File: config.mk
export PLATFORM = sky130hd
export DESIGN_NAME = neuro_lif_tile
export DESIGN_NICKNAME = d
export VERILOG_FILES = /design/src/rtl/neuro_lif_tile.sv
export SDC_FILE = /design/constraint.sdc
export NUM_CORES = 1
export LEC_CHECK = 0
export CORE_MARGIN = 1
export CORE_UTILIZATION = 30
export DETAILED_ROUTE_END_ITERATION = 6
export PLACE_DENSITY = 0.42
export SKIP_LAST_GASP = 1
export SLEW_MARGIN = 20
export SYNTH_ARGS = -nofsm -noshare
export SYNTH_HDL_FRONTEND = slang
export SYNTH_SLANG_ARGS = --single-unit
File: constraint.sdc
create_clock -name clk -period 19.52 [get_ports clk]
set_clock_uncertainty 0.05 [all_clocks]
set_input_delay 4.88 -clock clk [delete_from_list [all_inputs] [get_ports clk]]
set_output_delay 4.88 -clock clk [all_outputs]
set_load 0.01 [all_outputs]
File: src/rtl/neuro_lif_tile.sv
// rtl/neuro_lif_tile.sv - leaky integrate-and-fire neuron tile with serial config chain
// Optional feature macro: NEURO_SPIKE_CNT_EN (adds saturating 16-bit fire counter output spike_cnt)
module neuro_lif_tile #(
   parameter int WIDTH          = 8,
   parameter int N_IN           = 4,
   parameter int W_BITS         = 4,
   parameter int REFRACT_CYCLES = 3
) (
   input  logic             clk,
   input  logic             rst,
   input  logic             ena,
   input  logic [N_IN-1:0]  spike_in,
   input  logic             cfg_en,
   input  logic             cfg_data,
   output logic             cfg_out,
   output logic             spike_out,
   output logic [WIDTH-1:0] membrane,
   output logic             refractory
`ifdef NEURO_SPIKE_CNT_EN
   ,
   output logic [15:0]      spike_cnt
`endif
);

   // Config word: weights in the low bits, then 8-bit threshold, then 3-bit leak shift at the top
   localparam int CFG_LEN = N_IN * W_BITS + 8 + 3;
   localparam int T_LSB   = N_IN * W_BITS;
   // Arithmetic headroom so V - leak + sum of weights cannot wrap before saturation
   localparam int SW      = WIDTH + 3;
   localparam int RW      = (REFRACT_CYCLES > 0) ? $clog2(REFRACT_CYCLES + 1) : 1;

   localparam logic signed [SW-1:0] SAT_MAX = {{(SW-WIDTH+1){1'b0}}, {(WIDTH-1){1'b1}}};
   localparam logic signed [SW-1:0] SAT_MIN = {{(SW-WIDTH+1){1'b1}}, {(WIDTH-1){1'b0}}};
   localparam logic [RW-1:0]        REF_LOAD = RW'(REFRACT_CYCLES);

   logic [CFG_LEN-1:0]      r_cfg;
   logic signed [WIDTH-1:0] r_v;
   logic [RW-1:0]           r_ref;
   logic                    r_spike;

   logic [7:0]              w_thresh;
   logic [2:0]              w_leak;
   logic signed [SW-1:0]    w_v_ext;
   logic signed [SW-1:0]    w_leak_amt;
   logic signed [SW-1:0]    w_wsum;
   logic signed [SW-1:0]    w_sum;
   logic signed [SW-1:0]    w_sat;
   logic signed [SW-1:0]    w_thresh_ext;
   logic                    w_fire;
   logic                    w_tick;
   logic                    w_fire_now;

   assign w_thresh     = r_cfg[T_LSB +: 8];
   assign w_leak       = r_cfg[CFG_LEN-1 -: 3];
   assign w_v_ext      = {{(SW-WIDTH){r_v[WIDTH-1]}}, r_v};
   // Threshold is unsigned: zero-extend so values above the positive range can never be reached
   assign w_thresh_ext = {{(SW-8){1'b0}}, w_thresh};

   // Leak, weighted input sum and saturation of the candidate membrane value
   always_comb begin
      w_leak_amt = '0;
      if (w_leak != 3'd0) begin
         w_leak_amt = w_v_ext >>> w_leak;
      end
      w_wsum = '0;
      for (int i = 0; i < N_IN; i++) begin
         if (spike_in[i]) begin
            w_wsum = w_wsum + {{(SW-W_BITS){r_cfg[i*W_BITS+W_BITS-1]}}, r_cfg[i*W_BITS +: W_BITS]};
         end
      end
      w_sum = w_v_ext - w_leak_amt + w_wsum;
      if (w_sum > SAT_MAX) begin
         w_sat = SAT_MAX;
      end else if (w_sum < SAT_MIN) begin
         w_sat = SAT_MIN;
      end else begin
         w_sat = w_sum;
      end
   end

   // Configuration shifting takes priority, so a tick only happens with cfg_en low
   assign w_tick     = ena & ~cfg_en;
   assign w_fire     = (w_thresh != 8'd0) && (w_sat >= w_thresh_ext);
   assign w_fire_now = w_tick && (r_ref == '0) && w_fire;

   // Serial configuration chain, MSB first, advanced only on cfg_en cycles
   always_ff @(posedge clk) begin
      if (rst) begin
         r_cfg <= '0;
      end else if (cfg_en) begin
         r_cfg <= {r_cfg[CFG_LEN-2:0], cfg_data};
      end
   end

   // Membrane, refractory counter and one-cycle fire pulse, updated on ticks
   always_ff @(posedge clk) begin
      if (rst) begin
         r_v     <= '0;
         r_ref   <= '0;
         r_spike <= 1'b0;
      end else begin
         r_spike <= 1'b0;
         if (w_tick) begin
            if (r_ref != '0) begin
               r_v   <= '0;
               r_ref <= r_ref - RW'(1);
            end else if (w_fire) begin
               r_v     <= '0;
               r_ref   <= REF_LOAD;
               r_spike <= 1'b1;
            end else begin
               r_v <= w_sat[WIDTH-1:0];
            end
         end
      end
   end

`ifdef NEURO_SPIKE_CNT_EN
   logic [15:0] r_spike_cnt;

   // Fire counter, saturating at all-ones, cleared only by reset
   always_ff @(posedge clk) begin
      if (rst) begin
         r_spike_cnt <= '0;
      end else if (w_fire_now && (r_spike_cnt != 16'hFFFF)) begin
         r_spike_cnt <= r_spike_cnt + 16'd1;
      end
   end

   assign spike_cnt = r_spike_cnt;
`else
   logic w_unused_fire;
   assign w_unused_fire = w_fire_now;
`endif

   assign cfg_out    = r_cfg[CFG_LEN-1];
   assign spike_out  = r_spike;
   assign membrane   = r_v;
   assign refractory = (r_ref != '0);

endmodule
## After elaboration in Yosys (flattened, before gate mapping)

Index checks and enable logic that the tools add are counted.

| cells by class | value |
|---|---|
| add/sub/neg operators | 6 |
| multipliers | 0 |
| div/mod/pow operators | 0 |
| $lt $le $gt $ge | 3 |
| equal/unequal tests | 0 |
| shift operators | 1 |
| multiplexer cells | 12 |
| bitwise logic cells | 3 |
| reductions and logical operators | 7 |

Operators by type and width:

| operator | number |
|---|---|
| two-way mux 11 bit | 7 |
| adder 11 bit | 4 |
| two-way mux 8 bit | 2 |
| >= comparator 11 x 9 -> 1 bit | 1 |
| > comparator 11 x 8 -> 1 bit, second input constant | 1 |
| less-than comparator 11 x 8 -> 1 bit, second input constant | 1 |
| >>> shifter 8 x 3 -> 11 bit | 1 |
| subtractor 8 x 11 -> 11 bit | 1 |
| nonzero test 8 bit | 1 |
| two-way mux 2 bit | 2 |
| nonzero test 2 bit | 2 |
| nonzero test 3 bit | 1 |
| OR reduction 3 bit | 1 |
| inverter 1 bit | 2 |
| AND reduction 2 bit | 1 |
| subtractor 2 x 1 -> 2 bit, second input constant | 1 |
| AND 1 bit | 1 |
| logical AND 1 bit | 1 |
| two-way mux 1 bit | 1 |

| word-level totals | value |
|---|---|
| register bits | 38 |
| bits in latches | 0 |
| RAM bits | 0 |
| memory bits (read-only) | 0 |
| output and inout bits | 11 |
| memories | 0 |

## Depth between registers and ports, before layout

| logic depth | value |
|---|---|
| word-level depth | 15 |
| gate-level depth with buffers | 45 |
| mapped depth without buffers | 45 |

## Worst setup path after synthesis

OpenSTA, ideal clock, no wires.

| path | value |
|---|---|
| kind | input-to-reg |
| from | in spike_in[0] |
| to | reg r_ref[1] |
| setup time | 0.123 ns |
| arrival | 12.703 ns |
| path slack | 6.643 ns |
| cell stages on the path | 42 |
| buffers on the path | 0 |
| cell sequence | and2_1 > ha_1 > fa_1 > a21o_1 > a21oi_1 > fa_1 > mux2i_1 > ha_1 > o21ai_0 > nor2_1 > o21ai_0 > nand2_1 > xor2_1 > nand2_1 > o21ai_0 > ha_1 > xor2_1 > nand2_1 > (+6 left out) > a21oi_2 > o41a_1 > xnor2_1 > xnor3_1 > nand4_1 > ha_1 > o21ai_0 > inv_1 > ha_1 > nand2b_1 > a21oi_1 > nor2b_1 > o21ai_0 > a21oi_1 > o31a_1 > o31a_1 > o211ai_2 > mux2_1 |

| between the ends | value |
|---|---|
| longest elaborated chain between the ends | 15 |

Ends and longest elaborated chain:

| item | line | text |
|---|---|---|
| start, declared | 12 | `input logic [N_IN-1:0] spike_in,` |
| two-way mux 11 bit (*) | 67 | `if (spike_in[i]) begin` |
| adder 11 bit | 68 | `w_wsum = w_wsum + {{(SW-W_BITS){r_cfg[i*W_BITS+W_BITS-1]}}, r_cfg[i*W_BITS +: W_BITS]};` |
| two-way mux 11 bit (*) | 67 |  |
| adder 11 bit | 68 |  |
| two-way mux 11 bit (*) | 67 |  |
| adder 11 bit | 68 |  |
| two-way mux 11 bit (*) | 67 |  |
| adder 11 bit (*) | 71 | `w_sum = w_v_ext - w_leak_amt + w_wsum;` |
| less-than comparator 11 x 8 -> 1 bit | 74 | `end else if (w_sum < SAT_MIN) begin` |
| two-way mux 11 bit | 74 |  |
| two-way mux 11 bit (*) | 72 | `if (w_sum > SAT_MAX) begin` |
| >= comparator 11 x 9 -> 1 bit (*) | 83 | `assign w_fire = (w_thresh != 8'd0) && (w_sat >= w_thresh_ext);` |
| logical AND 1 bit (*) | 83 |  |
| nonzero test 2 bit (no source line) (*) | n/a |  |
| AND reduction 2 bit (no source line) (*) | n/a |  |
| end signal, assigned | 106 | `r_ref <= r_ref - RW'(1);` |
| end, declared | 38 | `logic [RW-1:0] r_ref;` |

Mark *: on every way between the ends. The rest lies on a longest branch, timed or not.
A chain may end at the register's enable or synchronous reset.

## Worst setup path in the final report

Same ends and word-level chain as after synthesis.

==> flow_summary.yaml <==
floorplanning:
  start_util_pct: 30.8
  die_h_um: 116
  ios: 20
  die_w_um: 116
  dieArea_sq_um: 13300
  rows: 41
  core_area_sq_um: 12600
setup_path:
  cp_num_buf_inv: 2
  cp-startpoint: "spike_in[0]"
  required_ps: 19640
  cp_max_fo: 8
  crit_family: "compound AO/OA/AOI/OAI gates"
  cp-end-kind: "flip-flop"
  cp-start-kind: "input port"
  slowest_delay_ps: 480
  r2r_start: "r_cfg[0]"
  crit_slowest_cell: "xnor3_1"
  critPathArrivalTime_ps: 13950
  critPathKind: "in2reg"
  cp_common_cell: "ha_1"
logic_synthesis:
  synth.avg_cell_area_sq_um: 8.35
  synth_nets: 532
  yosysWarnings: 0
  yosysTopAreaCellShare_pct: 19.7
  synth_area_leaders: "dfxtp_1 20%, ha_1 16%, mux2i_1 9.1%, fa_1 6.2%, nor2_1 5.6%"
  synth-seq-cells: 38
  yosysTopAreaCell: "dfxtp_1"
  synth_area_sq_um: 3870
  synth-seq-area-share_pct: 19.7
  synthCells: 463
  synthDistinctLibCells: 46
clock_tree:
  htreeDepth: 2
  clock-sinks: 38
  cts_buffer_depth: 2
  clock_latency_ps: 280
  cts-hold-fix-buffers: 0
  cts_resized: 0
  numCtsBuffers: 5
  cts-root-buf: "clkbuf_16"
  cts_tree: "yes"
  cts_setup_buffers: 0
  clk_pin_slew_ps: 60
sta:
  drv_slew: 0
  fmaxAchievable_mhz: 72.3
  period_needed_ps: 13820
  grt_setup_unrepaired: "false"
  hold_violations: 0
  tightest_slew_ps: 802
  fin_crit_sh_pct: 70.8
  maxSlewHeadroom_pct: 46.5
  finalSetupViolations: 0
  fin_setup_tns_ps: 0
power_and_ir_drop:
  p_per_area_nw_per_um2: 104
  p_total_uw: 451
  leakage_uw: 0.00193
  ir_worst_vdd_uv: 55.2
placed_design:
  routabilityCongestion: 0.756
  placed_area_sq_um: 4210
  place_hpwl_um: 7120
  portBuffers: 19
outcome:
  status: "finished, final reports clean"
drt:
  drt_wl_total_um: 8890
  first_pass_iters: 4
  ant_nets: 0
  via_count: 3151
  via_per_inst: 4.89
  drt_iter0_drc: 84
  wire_per_inst_um: 13.8
  drcViolationCount: 0
final_layout:
  fillCellCount: 1318
  drive_gt1_share_pct: 5.07
  final_nets: 541
  final_area_sq_um: 4350
  diodes: 0
  synthToLayoutAreaGrowth_pct: 12.6
hold_path:
  hold_path.class: "reg2reg"
  hold_path_startpoint: "r_ref[0]"
global_routing:
  overflow: 0
  grt_pass1_vias: 3045
  antenna_found_initial: 0
  grt_max_degree: 33
  grt_usage_pct: 14.4
  grt_first_pass_wirelength_um: 14800
job:
  maxCapViolCount: 0
==> Yosys cell counts, drive strengths merged <==
cell type / number
nor4: 2
nor4b: 1
o211ai: 5
nor3: 6
clkbuf: 16
xnor2: 16
o31a: 3
nor3b: 2
a211oi: 4
nand2: 23
dfxtp: 38
a221oi: 2
nor2: 58
inv: 37
a2111oi: 1
xor2: 9
xnor3: 1
fa: 12
ha: 48
and4: 2
a31oi: 4
nand4: 2
mux2i: 35
a22o: 8
o31ai: 1
nand3b: 1
and2: 3
nor2b: 4
buf: 2
o41a: 1
a21oi: 33
o21a: 7
nand2b: 7
mux2: 11
o22ai: 2
mux4: 1
o21bai: 5
a22oi: 1
or2: 1
o21ai: 36
a21o: 12
==> kinds of logic after synthesis <==
| family | share of synthesized area [%] |
|---|---|
| adder cells (fa/ha/maj) | 21.7 |
| AND/OR/NAND/NOR | 13.0 |
| AO/OA/AOI/OAI | 21.2 |
| XOR/XNOR | 6.25 |
| buffers and inverters | 5.34 |
| multiplexers | 12.8 |
| flip-flops | 19.7 |
==> cell type report <==
cell class                      instances  area, sq um  share of cell area, %
Clock buffer                            7          143                   3.28
Clock inverter                          1         5.00                  0.115
Inverter                               37          139                   3.19
Multi-Input combinational cell        370         2900                   66.6
Sequential cell                        38          761                   17.5
Tap cell                              172          215                   4.94
Timing Repair Buffer                   20          193                   4.43
==> per-layer routing <==
| metal | global-route usage (%) | vias up | routed length (um) |
|---|---|---|---|
| li1 | - | 1657 | - |
| met1 | 18.4 | 1460 | 4270 |
| met2 | 25.2 | 27 | 4350 |
| met3 | 2.67 | 7 | 194 |
| met4 | 2.86 | 0 | 74 |
| met5 | 0 | - | 0 |
==> where the power goes <==
| group | switching [uW] | internal [uW] | leakage (uW) |
|---|---|---|---|
| logic | 151 | 125 | 0.00155 |
| registers | 10.5 | 83.1 | 0.000307 |
| clock network | 30.7 | 50.6 | 0.0000739 |
| total | 192 | 259 | 0.00193 |
==> metrics by stage <==
stage / worst slack [ps] / hold slack, ps / instances / utilization [%]
after floorplan: 6640 / 425 / 463 / -
after detailed placement: 5370 / 463 / 637 / 33.5
after global routing: 4910 / 489 / 645 / 34.6
after global placement: 5490 / 467 / 637 / 33.5
final: 5700 / 464 / 645 / 34.6
after CTS: 5640 / 473 / 645 / 34.6
==> placed cells by master, fill, tap and decap left out, drive strengths merged, types with 3 or more instances in the layout <==
cell type,count
a211oi,4
a21o,12
a21oi,33
a22o,8
a31oi,4
and2,3
clkbuf,7
clkdlybuf4s50,18
dfxtp,38
fa,12
ha,48
inv,37
mux2,11
mux2i,35
nand2,23
nand2b,7
nor2,58
nor2b,4
nor3,6
o211ai,5
o21a,7
o21ai,36
o21bai,5
o31a,3
xnor2,16
xor2,9
==> state kept, by name (all words and copies together) (netlist names) <==
register   cells
r_cfg         27
membrane       8
r_ref          2
spike_out      1
==> final timing paths <==
| path | endpoint | depth (start not counted) | slack (ps) |
|---|---|---|---|
| worst min-delay path | r_ref[0] | 2 | 460 |
| worst max register to register | r_ref[1] | 42 | 10450 |
| worst min register to register | r_ref[0] | 2 | 460 |
| worst max-delay path | r_ref[1] | 43 | 5700 |
==> worst min-delay path: stages (launching register included) <==
cell	delay, ps
dfxtp_1	290
inv_1	80
a221oi_1	80
Power figures use the tool's default switching activity.
